[src/rtl/rectangle_pkg.sv]
// Shared definitions for the RECTANGLE-128 sequencer.
// Holds the FSM state encoding, the operand widths and the default
// watchdog configuration.
package rectangle_pkg;

    localparam int BLOCK_W     = 64;   // plaintext / ciphertext width
    localparam int KEY_W       = 128;  // key width
    localparam int DEF_TIMEOUT = 64;   // default watchdog limit in RUN cycles
    localparam int DEF_CNT_W   = 7;    // default watchdog counter width

    typedef enum logic [1:0] {
        IDLE = 2'd0,
        RUN  = 2'd1,
        RESP = 2'd2
    } state_t;

endpackage

[src/rtl/rectangle_wdt.sv]
// Watchdog counter for the wait on the core's done pulse.
// Ports:
//   clk, rst_n : clock and synchronous active-low reset
//   clear      : restart the count at zero (job accepted)
//   enable     : count this cycle (controller in RUN)
//   expire     : count has reached P_TIMEOUT-1
// The counter saturates at P_TIMEOUT-1, so it can never wrap and hide
// a hung core. 2**P_CNT_W must exceed P_TIMEOUT.
module rectangle_wdt #(
    parameter int P_TIMEOUT = 64,
    parameter int P_CNT_W   = 7
) (
    input  logic clk,
    input  logic rst_n,
    input  logic clear,
    input  logic enable,
    output logic expire
);

    localparam logic [P_CNT_W-1:0] LIMIT = P_CNT_W'(P_TIMEOUT - 1);

    logic [P_CNT_W-1:0] count;

    // NOTE: sequential state is written with non-blocking assignments so
    // every register samples the values from before the clock edge.
    always_ff @(posedge clk) begin
        if (!rst_n) begin
            count <= '0;
        end else if (clear) begin
            count <= '0;
        end else if (enable && count != LIMIT) begin
            count <= count + 1'b1;
        end
    end

    assign expire = (count == LIMIT);

endmodule

[src/rtl/rectangle_ctrl.sv]
// Sequencer in front of the round-based RECTANGLE-128 core.
// Ports:
//   i_clk, i_rst_n          : clock, synchronous active-low reset
//   i_req_valid/o_req_ready : request handshake, carries iv_plaintext/iv_key
//   o_rsp_valid/i_rsp_ready : response handshake, carries ov_ciphertext and
//                             o_rsp_error (watchdog abort, data forced to 0)
//   o_busy                  : controller is not idle
//   o_core_enable           : level enable held high for the whole encryption
//   ov_core_plaintext/key   : registered operands presented to the core
//   i_core_done/iv_core_data: core completion pulse and result
module rectangle_ctrl
    import rectangle_pkg::*;
#(
    parameter int P_TIMEOUT = DEF_TIMEOUT,
    parameter int P_CNT_W   = DEF_CNT_W
) (
    input  logic               i_clk,
    input  logic               i_rst_n,
    input  logic               i_req_valid,
    output logic               o_req_ready,
    input  logic [BLOCK_W-1:0] iv_plaintext,
    input  logic [KEY_W-1:0]   iv_key,
    output logic               o_rsp_valid,
    input  logic               i_rsp_ready,
    output logic [BLOCK_W-1:0] ov_ciphertext,
    output logic               o_rsp_error,
    output logic               o_busy,
    output logic               o_core_enable,
    output logic [BLOCK_W-1:0] ov_core_plaintext,
    output logic [KEY_W-1:0]   ov_core_key,
    input  logic               i_core_done,
    input  logic [BLOCK_W-1:0] iv_core_data
);

    state_t             state;
    state_t             next_state;
    logic               ready_q;   // low on the reset edge, high one cycle after release
    logic               accept;
    logic               expire;
    logic [BLOCK_W-1:0] pt_q;
    logic [KEY_W-1:0]   key_q;
    logic [BLOCK_W-1:0] ct_q;
    logic               err_q;

    rectangle_wdt #(
        .P_TIMEOUT (P_TIMEOUT),
        .P_CNT_W   (P_CNT_W)
    ) u_wdt (
        .clk    (i_clk),
        .rst_n  (i_rst_n),
        .clear  (accept),
        .enable (state == RUN),
        .expire (expire)
    );

    always_ff @(posedge i_clk) begin
        if (!i_rst_n) begin
            state   <= IDLE;
            ready_q <= 1'b0;
        end else begin
            state   <= next_state;
            ready_q <= 1'b1;
        end
    end

    // NOTE: every signal written here gets a default first, so no path
    // through the case leaves one unassigned and no latch is inferred.
    always_comb begin
        next_state    = state;
        accept        = 1'b0;
        o_req_ready   = 1'b0;
        o_core_enable = 1'b0;
        o_rsp_valid   = 1'b0;
        o_busy        = 1'b1;
        case (state)
            IDLE: begin
                o_busy      = 1'b0;
                o_req_ready = ready_q;
                accept      = ready_q && i_req_valid;
                if (accept) next_state = RUN;
            end
            RUN: begin
                o_core_enable = 1'b1;
                // Done is checked first so it wins over a simultaneous expiry.
                if (i_core_done || expire) next_state = RESP;
            end
            RESP: begin
                o_rsp_valid = 1'b1;
                if (i_rsp_ready) next_state = IDLE;
            end
            default: next_state = IDLE;
        endcase
    end

    always_ff @(posedge i_clk) begin
        if (!i_rst_n) begin
            pt_q  <= '0;
            key_q <= '0;
            ct_q  <= '0;
            err_q <= 1'b0;
        end else begin
            if (accept) begin
                pt_q  <= iv_plaintext;
                key_q <= iv_key;
            end
            if (state == RUN) begin
                if (i_core_done) begin
                    ct_q  <= iv_core_data;
                    err_q <= 1'b0;
                end else if (expire) begin
                    ct_q  <= '0;
                    err_q <= 1'b1;
                end
            end
        end
    end

    assign ov_core_plaintext = pt_q;
    assign ov_core_key       = key_q;
    assign ov_ciphertext     = ct_q;
    assign o_rsp_error       = err_q;

endmodule
[config.mk]
export PLATFORM = sky130hd
export DESIGN_NAME = rectangle_ctrl
export DESIGN_NICKNAME = d
export VERILOG_FILES = /design/src/rtl/rectangle_pkg.sv /design/src/rtl/rectangle_wdt.sv /design/src/rtl/rectangle_ctrl.sv
export SDC_FILE = /design/constraint.sdc
export NUM_CORES = 1
export LEC_CHECK = 0
export CAP_MARGIN = 5
export CORE_AREA = 3 3 199 201
export CTS_CLUSTER_DIAMETER = 150
export DETAILED_ROUTE_END_ITERATION = 7
export DIE_AREA = 0 0 202 204
export PLACE_DENSITY = 0.64
export SETUP_SLACK_MARGIN = 0.02
export SYNTH_ARGS = -nofsm -noshare
export SYNTH_HDL_FRONTEND = slang
export SYNTH_HIERARCHICAL = 1
export SYNTH_SLANG_ARGS = --single-unit
[constraint.sdc]
create_clock -name i_clk -period 2.8 [get_ports i_clk]
set_input_delay 0.7 -clock i_clk [delete_from_list [all_inputs] [get_ports i_clk]]
set_output_delay 0.7 -clock i_clk [all_outputs]
set_load 0.02 [all_outputs]
After elaboration in Yosys (flattened, before gate mapping). Index checks and enable logic that the tools add are counted.

Register bits after elaboration: 267. Input port bits: 261. Output and inout port bits: 261.

Add/subtract/negate cells: 1. Equality and inequality tests: 7. Multiplexer cells: 14. Bitwise gates (word level): 1. Reduce and logical (&&, ||, !) cells: 8.

Operators with widths (number): 64-bit 2-to-1 mux (2); 1-bit 2-to-1 mux (8); 7-bit by 1-bit adder with 7-bit output, second input constant (1); 7-bit by 6-bit equality test with 1-bit output, second input constant (1); 7-bit by 6-bit inequality test with 1-bit output, second input constant (1); 2-bit 2-to-1 mux (3); 2-bit inequality test, second input constant (3); 2-bit case mux with 3 select lines (1); 3-bit AND reduction (1); 2-bit by 1-bit equality test with 1-bit output, second input constant (1); 2-bit equality test, second input constant (1); 1-bit logical AND (2); 2-bit logical NOT (1); 2-bit AND reduction (1); 2-bit nonzero test (1); 2-bit OR reduction (1); 1-bit logical OR (1); 1-bit inverter (1).

Logic depth before layout (Yosys ltp).
Word-level depth: 4. Gate-level depth with buffers: 8. Mapped depth without buffers: 7.

Cells and area by module. Netlist, hierarchy kept.

By module, submodules not included: rectangle_ctrl (times used 1, cells an instance 1018, area each 10117.2 um^2, seq. area each 5205.0 um^2); rectangle_wdt (times used 1, cells an instance 37, area each 342.8 um^2, seq. area each 140.1 um^2).

Worst setup path before layout. Ideal clock, no wire load.

Path kind: input to register. Start: input i_req_valid. End: register u_wdt.count[6]. Arrival: 1.866 ns. Path slack: 0.853 ns. Cell stages on the path: 8. Buffers on the path: 4. Cell sequence: and4bb_1 buf_4 buf_6 buf_6 buf_6 and2b_1 nand2_1 a41oi_1.

Cells in the longest elaborated chain, start to end: 3.

Ends and longest elaborated chain: start: declaration (RTL line rectangle_ctrl.sv:19) `input logic i_req_valid,`; 1-bit logical AND (RTL line rectangle_ctrl.sv:79) `accept = ready_q && i_req_valid;`; 1-bit 2-to-1 mux (RTL line rectangle_ctrl.sv:75) `case (state)`; net accept (RTL line rectangle_ctrl.sv:38) `logic accept;`; 2-bit OR reduction (no source line); end signal: assignment (RTL line rectangle_wdt.sv:32) `count <= count + 1'b1;`; end: declaration (RTL line rectangle_wdt.sv:22) `logic [P_CNT_W-1:0] count;`.

The timed path passes the listed nets, and every way through them passes these cells. A chain may end at the register's enable or synchronous reset.

Final worst setup path.
Start: register state[1]. End: output o_req_ready.

Cells in the longest elaborated chain, start to end: 2.

Ends and longest elaborated chain: start: declaration (RTL line rectangle_ctrl.sv:35) `state_t state;`; start signal: assignment (RTL line rectangle_ctrl.sv:61) `state <= next_state;`; 2-bit logical NOT (RTL line rectangle_ctrl.sv:75); 1-bit 2-to-1 mux (RTL line rectangle_ctrl.sv:75); end: declaration (RTL line rectangle_ctrl.sv:20) `output logic o_req_ready,`.

No other way between the ends.

==> results.sh <==
export IMPL_status="complete, no violations"
export IMPL_die_area_um2=41210
export IMPL_dpl_cell_count=2019
export IMPL_fin_crit_ns=2.587
export IMPL_grt_pass1_vias=9391
export IMPL_wl_per_cell_um=16.50
export IMPL_synth_edff_count=0
export IMPL_root_buffer="clkbuf_16"
export IMPL_routed_wl_mm=34.21
export IMPL_synth_cell_types=38
export IMPL_async_flop_share_pct=0
export IMPL_finalCritPeriodShare_pct=92.39
export IMPL_drt_iter0_markers=384
export IMPL_antenna_found_initial=0
export IMPL_cts_tree="built"
export IMPL_multi_input_area_um2=4383
export IMPL_grt_pass1_wl_mm=52.30
export IMPL_start_kind="flop"
export IMPL_setup_viol=0
export IMPL_avgViaCountPerCell=4.509
export IMPL_postCtsSetupBuffers=0
export IMPL_die_w_um=202
export IMPL_clock_sinks=267
export IMPL_slew_violations=0
export IMPL_cap_viol_max_count=0
export IMPL_dp_hpwl_mm=25.38
export IMPL_arrival_ns=1.89
export IMPL_regArea_um2=5345
export IMPL_cts_resized=0
export IMPL_rsz0062_at_grt="no"
export IMPL_slew_headroom_pct=59.16
export IMPL_initial_core_util_pct=27.71
export IMPL_num_io_pins=522
export IMPL_synth_main_ff_cell="dfxtp_1"
export IMPL_hold_path_class="flop to flop"
export IMPL_vdd_drop_max_v=0.0005934
export IMPL_antenna_cells=0
export IMPL_cts_buffer_depth=3
export IMPL_gp_congestion=0.7913
export IMPL_path_max_fanout=4
export IMPL_timing_worst_setup_path_type="flop to primary output"
export IMPL_synth_nets=1317
export IMPL_place_area_um2=15990
export IMPL_routed_wl_met2_mm=17.27
export IMPL_yosysWarnings=6
export IMPL_antenna_left=0
export IMPL_fin_nets=1803
export IMPL_met3_wirelength_mm=2.792
export IMPL_final_common_cell="clkdlybuf4s50_1"
export IMPL_synth_seq_cells=267
export IMPL_m1WireLength_mm=13.08
export IMPL_ys_seq_area_share_pct=51.10
export IMPL_critPathRequiredTime_ns=2.10
export IMPL_fillers=3652
export IMPL_core_area_um2=37760
export IMPL_worst_pin_slew_ns=0.6126
export IMPL_fmax_mhz=386.6
export IMPL_die_h_um=204
export IMPL_r2r_slack_ns=0.72
export IMPL_syn_instance_count=1055
export IMPL_grt_max_degree=111
export IMPL_final_area_um2=17000
export IMPL_stdcell_count=2074
export IMPL_final_cell_mix="clkdlybuf4s50_1 (520), dfxtp_1 (267), nand2_1 (198)"
export IMPL_setup_tns_final_ns=0
export IMPL_final_hold_violation_count=0
export IMPL_drive_gt1_share_pct=18.62
export IMPL_top_layer="met4"
export IMPL_overflow=0
export IMPL_area_delta_synth_final_pct=62.49
export IMPL_vias=9352
export IMPL_avgSynthCellArea_um2=9.915
export IMPL_end_kind="primary output"
export IMPL_total_power_uw=9509
export IMPL_h_tree_depth=1
export IMPL_ctsHoldBuffers=0
export IMPL_grtUsageTotal_pct=15.58
export IMPL_skew_ns=0.009366
export IMPL_synth_area_um2=10460
export IMPL_path_clk_slew_ns=0.06
export IMPL_p_per_area_nw_per_um2=559.5
export IMPL_p_leak_uw=0.005971
export IMPL_num_rows=71
export IMPL_io_buffers=521
export IMPL_clk_latency_ns=0.56
export IMPL_drc=0
export IMPL_dr_pass1_iters=5
export IMPL_cts_buffers=31
cells by family (layout without fill, tap and decap cells):
logic type	after synthesis	count (layout)	share of synthesized area [%]
simple gates	410	410	22.30
compound gates	271	271	19.25
flops	267	267	51.10
buf+inv	104	612	7.045
mux	2	2	0.1914
fa+ha+maj	1	1	0.1196
per-stage QoR:
stage               setup slack (ns)  hold WS, ns  utilization, %
global placement              0.4727       0.4248           42.36
global route                  0.1280       0.4587           45.02
detailed placement            0.4698       0.4350           42.36
finish                        0.2132       0.4386           45.02
floorplan                     0.8529       0.4113               -
CTS                           0.1596       0.4437           45.02
Yosys cell counts, types with 2 or more instances:
cell type / number / area (µm²)
inv_1: 4 / 15.01
dfxtp_1: 267 / 5345
o21ai_1: 31 / 155.2
a41oi_1: 2 / 17.52
clkbuf_1: 33 / 123.9
nor3_1: 2 / 10.01
a21oi_1: 4 / 20.02
a211oi_1: 2 / 15.01
o21ai_2: 100 / 875.8
nand2b_1: 2 / 12.51
o21ai_0: 62 / 310.3
buf_2: 29 / 145.1
buf_4: 8 / 60.06
buf_12: 11 / 220.2
nand2_1: 198 / 743.2
mux2i_1: 2 / 20.02
buf_1: 3 / 11.26
buf_6: 13 / 146.4
nor2_1: 4 / 15.01
nand3_1: 94 / 470.5
or2_2: 2 / 12.51
clkbuf_2: 3 / 15.01
nor2b_1: 2 / 12.51
a22o_1: 64 / 560.5
nand3_2: 100 / 1001
registers in the layout, summed over array words and instances (netlist names):
signal and cells:
ov_core_plaintext 64, ov_ciphertext 64, ov_core_key 128, ready_q 1, u_wdt/count 7, o_rsp_error 1, state 2
worst max-delay path, cell delays in order, from the launching register on:
cell	delay (ns)
dfxtp_1	0.32
or2_2	0.31
nor2_1	0.09
clkdlybuf4s50_1	0.61
final cells by class:
cell class | instances | area share [%]
Inverter | 4 | 0.08834
Multi-Input combinational cell | 684 | 25.79
Timing Repair Buffer | 553 | 33.01
Sequential cell | 267 | 31.45
Clock inverter | 10 | 0.5006
Tap cell | 511 | 3.762
Clock buffer | 45 | 5.403
report_power, final:
part,internal (µW),switching (µW),leakage [µW]
clock,2350,1600,0.000499
sequential,3970,92.3,0.00217
combinational,772,723,0.00330
routing by layer:
| layer | up-vias | GRT usage [%] |
|---|---|---|
| met1 | 4315 | 17.18 |
| met5 | - | 0 |
| met3 | 56 | 5.319 |
| met4 | 0 | 4.760 |
| li1 | 4658 | - |
| met2 | 323 | 28.30 |
worst paths after layout:
path | start | end | cells past startpoint
setup / recovery | state[1] | o_req_ready | 3
hold / removal | u_wdt/count[6] | u_wdt/count[6] | 2
setup reg to reg | u_wdt/count[0] | ov_ciphertext[59] | 8
hold reg to reg | u_wdt/count[6] | u_wdt/count[6] | 2
No activity file was read; power rests on OpenSTA's default activity.
